<file path="src/rtl/bin_cnt_down_timer.sv">
// Programmable down-counting period timer: counts a latched period to zero and
// strobes tick on expiry, with one-shot/auto-reload, pause/resume and abort.
//
// state | meaning
// IDLE  | no run active, q held at 0, waiting for start
// RUN   | q decrements each cycle; q == 0 is the expiry (tick) cycle
// PAUSE | count frozen, start resumes without reload
module bin_cnt_down_timer #(
  parameter int WIDTH = 8
) (
  input  logic             clk,
  input  logic             reset,
  input  logic [WIDTH-1:0] load_val,
  input  logic             mode,
  input  logic             start,
  input  logic             pause,
  input  logic             abort,
  output logic [WIDTH-1:0] q,
  output logic             tick,
  output logic             busy,
  output logic             paused
);

  typedef enum logic [1:0] {
    IDLE  = 2'd0,
    RUN   = 2'd1,
    PAUSE = 2'd2
  } state_t;

  state_t           state, state_nxt;
  logic [WIDTH-1:0] q_nxt;
  logic [WIDTH-1:0] period_reg, period_nxt;
  logic             mode_reg, mode_nxt;

  always_ff @(posedge clk or negedge reset) begin
    if (!reset) begin
      state      <= IDLE;
      q          <= '0;
      period_reg <= '0;
      mode_reg   <= 1'b0;
    end else begin
      state      <= state_nxt;
      q          <= q_nxt;
      period_reg <= period_nxt;
      mode_reg   <= mode_nxt;
    end
  end

  always_comb begin
    state_nxt  = state;
    q_nxt      = q;
    period_nxt = period_reg;
    mode_nxt   = mode_reg;
    if (abort) begin
      state_nxt = IDLE;
      q_nxt     = '0;
    end else begin
      case (state)
        IDLE: begin
          if (start) begin
            state_nxt  = RUN;
            period_nxt = load_val;
            mode_nxt   = mode;
            q_nxt      = load_val - 1'b1;
          end
        end
        RUN: begin
          // Expiry outranks pause: a one-shot always completes to IDLE.
          if (q == '0) begin
            if (mode_reg) begin
              q_nxt     = period_reg - 1'b1;
              state_nxt = pause ? PAUSE : RUN;
            end else begin
              state_nxt = IDLE;
            end
          end else if (pause) begin
            state_nxt = PAUSE;
          end else begin
            q_nxt = q - 1'b1;
          end
        end
        PAUSE: begin
          if (!pause && start) state_nxt = RUN;
        end
        default: begin
          state_nxt = IDLE;
          q_nxt     = '0;
        end
      endcase
    end
  end

  assign tick   = (state == RUN) && (q == '0);
  assign busy   = (state != IDLE);
  assign paused = (state == PAUSE);

endmodule

</file>
<file path="config.mk">
export PLATFORM = sky130hd
export DESIGN_NAME = bin_cnt_down_timer
export DESIGN_NICKNAME = d
export VERILOG_FILES = /design/src/rtl/bin_cnt_down_timer.sv
export SDC_FILE = /design/constraint.sdc
export NUM_CORES = 1
export LEC_CHECK = 0
export BUFFER_PORTS_ARGS = -buffer_cell sky130_fd_sc_hd__buf_2
export CAP_MARGIN = 15
export CORE_AREA = 4 4 57 59
export CTS_CLUSTER_SIZE = 30
export DETAILED_ROUTE_END_ITERATION = 16
export DIE_AREA = 0 0 61 63
export GPL_TIMING_DRIVEN = 0
export PLACE_DENSITY = 0.67
export REMOVE_ABC_BUFFERS = 1
export SYNTH_ARGS = -nofsm -noshare
export SYNTH_HDL_FRONTEND = slang
export SYNTH_SLANG_ARGS = --single-unit
</file>
<file path="constraint.sdc">
create_clock -name clk -period 4.35 [get_ports clk]
set_clock_uncertainty 0.15 [all_clocks]
set_input_delay 0.6525 -clock clk [delete_from_list [all_inputs] [get_ports clk]]
set_output_delay 0.6525 -clock clk [all_outputs]
set_load 0.01 [all_outputs]
</file>
## After elaboration in Yosys (flattened, before gate mapping)

Cells that the tools add are included.

- Register bits after elaboration: 19
- Bits of input ports: 14
- Output and inout port bits: 11
- Logic and storage cells: 39

- Add/subtract/negate cells: 3
- Eq/ne operators: 8
- Mux-type cells: 14
- Bitwise logic cells: 1
- Reductions and logical operators: 9

Operators by type and width:

| cell | count |
|---|---|
| $mux W8 | 5 |
| $pmux W8 S3 | 1 |
| $sub A8 B1 Y8 const B | 3 |
| $mux W2 | 7 |
| $logic_not A8 Y1 | 1 |
| $ne A4 B3 Y1 const B | 2 |
| $pmux W2 S3 | 1 |
| $reduce_and A3 Y1 | 2 |
| $ne A4 B4 Y1 const B | 1 |
| $reduce_and A4 Y1 | 1 |
| $ne A3 B2 Y1 const B | 1 |
| $ne A3 B3 Y1 const B | 1 |
| $eq A2 B1 Y1 const B | 1 |
| $eq A2 B2 Y1 const B | 1 |
| $logic_and A1 B1 Y1 | 2 |
| $logic_not A2 Y1 | 1 |
| $ne A2 B2 Y1 const B | 1 |
| $reduce_bool A2 Y1 | 1 |
| $logic_not A1 Y1 | 1 |
| $not A1 Y1 | 1 |

## Depth between registers and ports, before layout

Gate-level depths: netlist (run 1).

- Depth in word-level cells: 5
- Gate-level depth with buffers: 9
- Mapped depth without buffers: 8

## Worst setup path before layout (run 1)

No wires, ideal clock.

- Kind: reg2reg
- Start point: register q[5]
- End point: register q[6]
- Library setup time: 122 ps
- Data arrival time: 2,093 ps
- Data required time: 4,078 ps
- Path slack: 1,986 ps
- Cell stages (with the launch flop): 9
- Path buffers: 1
- Period minus slack after synthesis: 2,364 ps
- Path through: dfrtp_1 > or4_1 > buf_6 > nor4_4 > a31oi_1 > ha_1 > nand3_1 > xnor2_1 > a32o_1

- Word-level cells in the longest chain between the ends: 5
- Elaborated cells on any way between the ends: 9
- Those cells by class: add/sub: 1; eq/ne: 2; mux: 4; reduce/logical: 2

RTL lines:

| element | line | source |
|---|---|---|
| from (decl) | 18 | `output logic [WIDTH-1:0] q,` |
| from (signal assigned) | 43 | `q <= q_nxt;` |
| $sub A8 B1 Y8 | 79 | `q_nxt = q - 1'b1;` |
| $mux W8 | 76 | `end else if (pause) begin` |
| $mux W8 | 69 | `if (q == '0) begin` |
| $pmux W8 S3 | 58 | `case (state)` |
| $mux W8 | 54 | `if (abort) begin` |

Several ways; a longest one is shown, not always the timed one. The select of a mux whose other input is x is not followed.
A chain may end at the register's enable or synchronous reset.

## Worst setup path in the final report (run 1)

- Start point: register state[0]
- End point: register q[6]

- Word-level cells in the longest chain between the ends: 3
- Elaborated cells on any way between the ends: 10
- Those cells by class: eq/ne: 6; mux: 2; reduce/logical: 2

RTL lines:

| element | line | source |
|---|---|---|
| from (decl) | 30 | `state_t state, state_nxt;` |
| from (signal assigned) | 42 | `state <= state_nxt;` |
| $eq A2 B1 Y1 (tied with other cells) | 58 |  |
| $ne A4 B4 Y1 (no line) (tied with other cells) | n/a |  |
| $reduce_and A4 Y1 (no line) or $mux W8 (tied branches) | n/a |  |

Several ways; a longest one is shown, not always the timed one.

==> impl_metrics.env, run 1 <==
export IMPL_die_area_sq_mm=0.00384
export IMPL_ys_warn_count=0
export IMPL_syn_avg_cell_area_sq_um=10.2
export IMPL_synthSimpleGateAreaFrac_pct=21.6
export IMPL_core_sq_mm=0.00271
export IMPL_status="completed"
export IMPL_fillers=259
export IMPL_seqCellArea_sq_um=475
export IMPL_die_width_microns=61
export IMPL_required_ns=4.40
export IMPL_drtAntennaViolNets=0
export IMPL_tightest_slew_ns=0.949
export IMPL_setup_tns_final_ns=0
export IMPL_area_delta_synth_final_pct=13.1
export IMPL_worstReg2RegEnd="q[6]$_DFFE_PN0P_"
export IMPL_synthMuxAreaShare_pct=8.41
export IMPL_leakagePower_uw=0.000608
export IMPL_rows=19
export IMPL_slew_limit_headroom_pct=36.6
export IMPL_io_pins=25
export IMPL_grt_pass1_wl_microns=4640
export IMPL_synth_area_sq_mm=0.00120
export IMPL_layout_drive_gt1_share_pct=33.6
export IMPL_hold_violations=0
export IMPL_route_vias_total=1006
export IMPL_cts_num_sinks=19
export IMPL_die_y_microns=63
export IMPL_crit_arrival_ns=2.77
export IMPL_drv_slew=0
export IMPL_synth_top_family_by_area="simple AND/OR/NAND/NOR gates"
export IMPL_nets=159
export IMPL_dpl_hpwl_microns=2050
export IMPL_fin_crit_sh_pct=62.6
export IMPL_grt_overflow=0
export IMPL_async_flop_share_pct=100
export IMPL_ff2ff_setup_slack_ns=1.63
export IMPL_start_util_pct=44.5
export IMPL_grt_max_degree=20
export IMPL_synthXorXnorAreaFrac_pct=4.36
export IMPL_cts_tree="yes"
export IMPL_synth_edff_count=0
export IMPL_hold_path_class="in -> async"
export IMPL_track_usage_pct=15.8
export IMPL_fmax_ghz=0.367
export IMPL_gp_congestion=0.859
export IMPL_synth_yosys_seq_area_share_pct=39.5
export IMPL_ctsHoldBuffers=0
export IMPL_final_common_cell="buf_2"
export IMPL_hold_ws_ns=0.123
export IMPL_cts_root_buf="clkbuf_4"
export IMPL_synth_seq_cells=19
export IMPL_cts_setup_buffers=0
export IMPL_cts_resized=0
export IMPL_multiInputGateArea_sq_um=676
export IMPL_clock_latency_ns=0.30
export IMPL_yosysTopAreaCellShare_pct=39.5
export IMPL_first_pass_iters=4
export IMPL_final_cell_mix="buf_2, dfrtp_1, nor2_1"
export IMPL_synth_distinct_cells=41
export IMPL_synth_compound_area_share_pct=20.7
export IMPL_crit_type="reg -> reg"
export IMPL_cts_buffer_depth=2
export IMPL_path_max_fanout=12
export IMPL_cts_buffers=3
export IMPL_antenna_found_initial=0
export IMPL_power_per_cell_area_mw_per_mm2=440
export IMPL_maxCapViolations=0
export IMPL_critPathCaptureType="register"
export IMPL_first_iter_violations=68
export IMPL_via_per_inst=5.78
export IMPL_yosys_top_cells_area="dfrtp_1, mux2_2, o2bb2ai_1"
export IMPL_wire_per_inst_microns=15.3
export IMPL_fin_crit_ns=2.72
export IMPL_setup_violations=0
export IMPL_drc=0
export IMPL_io_buffers=24
export IMPL_ir_worst_vdd_uv=279
export IMPL_reg2regPathDepth=6
export IMPL_cp_start_kind="register"
export IMPL_rsz0062_at_grt="no"
export IMPL_totalWireLength_microns=2670
export IMPL_synth_adder_area_share_pct=1.04
export IMPL_htree_levels=1
export IMPL_clk_pin_slew_ns=0.11
export IMPL_first_global_vias=1008
export IMPL_syn_inst=118
export IMPL_synth_top_area_cell="dfrtp_1"
export IMPL_synthFlopType="dfrtp_1"
export IMPL_r2r_start="state[0]$_DFFE_PN0P_"
export IMPL_n_antenna_cell=0
## critical path, stage by stage (launching register included)
cell and delay (ns):
dfrtp_1 0.43, nor2b_1 0.78, o211ai_2 0.21, a222oi_1 0.51, nand3_1 0.15, xnor2_1 0.15
a32o_1 0.25
## worst max path at each step
| stage | cells past startpoint | endpoint | from | slack [ns] |
|---|---|---|---|---|
| 6_report | 6 | q[6]$_DFFE_PN0P_ | state[0]$_DFFE_PN0P_ | 1.63 |
| 5_1_grt | 6 | q[6]$_DFFE_PN0P_ | state[0]$_DFFE_PN0P_ | 1.39 |
| 4_1_cts | 4 | tick | q[5]$_DFFE_PN0P_ | 1.63 |
| 3_5_place_dp | 6 | q[6]$_DFFE_PN0P_ | state[0]$_DFFE_PN0P_ | 1.68 |
| 3_3_place_gp | 6 | q[6]$_DFFE_PN0P_ | state[1]$_DFFE_PN0P_ | 1.69 |
| 2_1_floorplan | 7 | q[6]$_DFFE_PN0P_ | q[5]$_DFFE_PN0P_ | 1.94 |
## cell usage after synthesis, types with 3 or more instances
library cell / count
nand3_1: 3
inv_1: 7
mux2_2: 9
a21oi_1: 6
nand2b_1: 4
o2bb2ai_1: 6
o21ai_0: 3
dfrtp_1: 19
xnor2_1: 4
nor2_1: 10
nand2_1: 8
## per-layer routing
layer | wire (microns) | track usage [%] | part of all wire, % | vias up
li1 | - | - | - | 487
met1 | 1280 | 22.0 | 48 | 493
met2 | 1230 | 23.7 | 46 | 22
met3 | 120 | 2.07 | 4.5 | 4
met4 | 38 | 7.32 | 1.4 | 0
met5 | 0 | 0 | 0 | -
## cells by family (layout without fill, tap and decap cells)
| kind of cell | after synthesis | after routing |
|---|---|---|
| multiplexers | 9 | 9 |
| AND/OR/NAND/NOR | 41 | 41 |
| flip-flops | 19 | 19 |
| adder cells (fa/ha/maj) | 1 | 1 |
| AO/OA/AOI/OAI | 32 | 32 |
| XOR/XNOR | 6 | 6 |
| buffers and inverters | 10 | 35 |
## stage by stage
stage / setup slack (ns) / area, sq um / utilization [%] / instances / power (uW)
detailed placement: 1.68 / 1340 / 49.3 / 170 / 515
global route: 1.39 / 1360 / 50.3 / 174 / 645
floorplan: 1.94 / 1180 / - / 115 / 441
CTS: 1.63 / 1360 / 50.3 / 174 / 606
finish: 1.63 / 1360 / 50.3 / 174 / 600
global placement: 1.69 / 1340 / 49.3 / 170 / 510
## power by group
group          switching (uW)  internal, uW
clock network            53.7          35.7
logic                     140           116
registers                40.7           214
total                     235           365
## final cells by class
cell class                 instances  share of cell area, %
tap                               31                   2.85
sequential                        19                   34.9
timing repair buffer              24                   8.82
inverter                           7                   1.93
multi-input combinational         89                   49.6
clock buffer                       4                   1.93
Power figures use the tool's default switching activity.
==> run 2: changes to the inputs <==
--- a/config.mk
+++ b/config.mk
@@ -12,7 +12,7 @@
 export DETAILED_ROUTE_END_ITERATION = 16
 export DIE_AREA = 0 0 61 63
 export GPL_TIMING_DRIVEN = 0
-export PLACE_DENSITY = 0.67
+export PLACE_DENSITY = 0.7
 export REMOVE_ABC_BUFFERS = 1
 export SYNTH_ARGS = -nofsm -noshare
 export SYNTH_HDL_FRONTEND = slang
==> constraint.sdc (replaced) <==
create_clock -name clk -period 2.3 [get_ports clk]
set_clock_uncertainty 0.15 [all_clocks]
set_input_delay 0.345 -clock clk [delete_from_list [all_inputs] [get_ports clk]]
set_output_delay 0.345 -clock clk [all_outputs]
set_load 0.01 [all_outputs]
==> impl_metrics.env, run 2 (synthesis results as in run 1) <==
export IMPL_power_per_cell_area_mw_per_mm2=838
export IMPL_cp_start_kind="register"
export IMPL_drtAntennaViolNets=0
export IMPL_hold_path_class="in -> reg"
export IMPL_path_max_fanout=4
export IMPL_fin_crit_sh_pct=98.8
export IMPL_cts_root_buf="clkbuf_4"
export IMPL_htree_levels=1
export IMPL_die_y_microns=63
export IMPL_first_iter_violations=44
export IMPL_rsz0062_at_grt="yes"
export IMPL_antenna_found_initial=0
export IMPL_r2r_start="q[4]$_DFFE_PN0P_"
export IMPL_clock_latency_ns=0.31
export IMPL_clk_pin_slew_ns=0.12
export IMPL_maxCapViolations=0
export IMPL_crit_end="q[6]$_DFFE_PN0P_"
export IMPL_seqCellArea_sq_um=477
export IMPL_totalWireLength_microns=3100
export IMPL_cts_buffer_depth=2
export IMPL_route_vias_total=1075
export IMPL_status="completed"
export IMPL_crit_type="reg -> reg"
export IMPL_wire_per_inst_microns=17.1
export IMPL_cts_num_sinks=19
export IMPL_finalPower_uw=1220
export IMPL_required_ns=2.36
export IMPL_reg2regPathDepth=8
export IMPL_leakagePower_uw=0.000648
export IMPL_core_sq_mm=0.00271
export IMPL_dpl_hpwl_microns=2210
export IMPL_ir_worst_vdd_uv=490
export IMPL_io_buffers=24
export IMPL_first_pass_iters=4
export IMPL_via_per_inst=5.94
export IMPL_n_antenna_cell=0
export IMPL_track_usage_pct=17.5
export IMPL_drc=0
export IMPL_multiInputGateArea_sq_um=708
export IMPL_crit_arrival_ns=2.33
export IMPL_startpoint="q[4]$_DFFE_PN0P_"
export IMPL_setup_tns_final_ns=0
export IMPL_final_cell_mix="buf_2, dfrtp_1, nor2_1"
export IMPL_start_util_pct=44.5
export IMPL_grt_max_degree=20
export IMPL_io_pins=25
export IMPL_fmax_ghz=0.440
export IMPL_fin_crit_ns=2.27
export IMPL_setup_violations=0
export IMPL_cts_tree="yes"
export IMPL_area_delta_synth_final_pct=20.9
export IMPL_nets=166
export IMPL_first_global_vias=1127
export IMPL_worstReg2RegEnd="q[6]$_DFFE_PN0P_"
export IMPL_die_area_sq_mm=0.00384
export IMPL_cts_buffers=3
export IMPL_critPathCaptureType="register"
export IMPL_layout_drive_gt1_share_pct=41.3
export IMPL_final_common_cell="buf_2"
export IMPL_hold_violations=0
export IMPL_die_width_microns=61
export IMPL_ff2ff_setup_slack_ns=0.03
export IMPL_fillers=260
export IMPL_gp_congestion=0.903
export IMPL_grt_pass1_wl_microns=5190
export IMPL_drv_slew=0
export IMPL_slew_limit_headroom_pct=46.4
export IMPL_tightest_slew_ns=0.800
export IMPL_grt_overflow=0
export IMPL_rows=19
[run 2: through the flow]
stage	setup slack (ns)	util [%]	instance area, sq um	instances	hold slack [ns]
global route	-0.108	53.7	1460	181	0.119
global placement	-0.336	49.3	1340	170	0.154
CTS	0.00207	52.4	1420	179	0.0998
floorplan	-0.109	-	1180	115	-0.101
finish	0.0265	53.7	1460	181	0.118
detailed placement	-0.400	49.3	1340	170	0.171
[run 2: what timing repair did]
action / CTS / global route
endpoints found under the setup margin: 9 / 8
pin swaps: 2 / 0
setup buffers: 4 / 2
gates resized for setup: 5 / 5
hold endpoints to repair: 19 / 0
hold buffers: 1 / 0
[run 2: cell type report]
type	count	area share (%)
sequential	19	32.7
tap	31	2.66
multi-input combinational	89	48.6
timing repair buffer	31	12.3
clock inverter	1	0.344
clock buffer	3	1.55
inverter	7	1.80
[run 2: critical path, stage by stage (launching register included)]
cell      delay [ns]
dfrtp_1         0.41
or4_4           0.60
buf_6           0.16
o211ai_2        0.18
a222oi_1        0.11
buf_4           0.16
nand3_2         0.07
xnor2_1         0.08
a32o_1          0.26
[run 2: routing by layer]
layer | part of all wire (%) | track usage (%) | wire, microns | up-vias
li1 | - | - | - | 507
met3 | 5.0 | 2.48 | 155 | 2
met4 | 0.36 | 4.07 | 11 | 0
met2 | 52 | 28.9 | 1610 | 34
met1 | 43 | 23.6 | 1320 | 532
met5 | 0 | 0 | 0 | -
[run 2: worst min-delay path by stage]
stage	start	endpoint	depth (start not counted)	slack, ns
after floorplan	reset	mode_reg$_DFFE_PN0P_	0	-0.10
after global placement	reset	period_reg[1]$_DFFE_PN0P_	1	0.15
after detailed placement	reset	period_reg[0]$_DFFE_PN0P_	1	0.17
after CTS	abort	state[0]$_DFFE_PN0P_	2	0.1
after global routing	mode	mode_reg$_DFFE_PN0P_	2	0.12
final	mode	mode_reg$_DFFE_PN0P_	2	0.12
[run 2: power by group]
| part | internal, uW | switching (uW) | leakage (uW) | total, uW |
|---|---|---|---|---|
| clock | 64.9 | 111 | 0.0000177 | 176 |
| sequential | 405 | 75.5 | 0.000238 | 480 |
| combinational | 264 | 300 | 0.000393 | 564 |
| total | 734 | 487 | 0.000648 | 1220 |
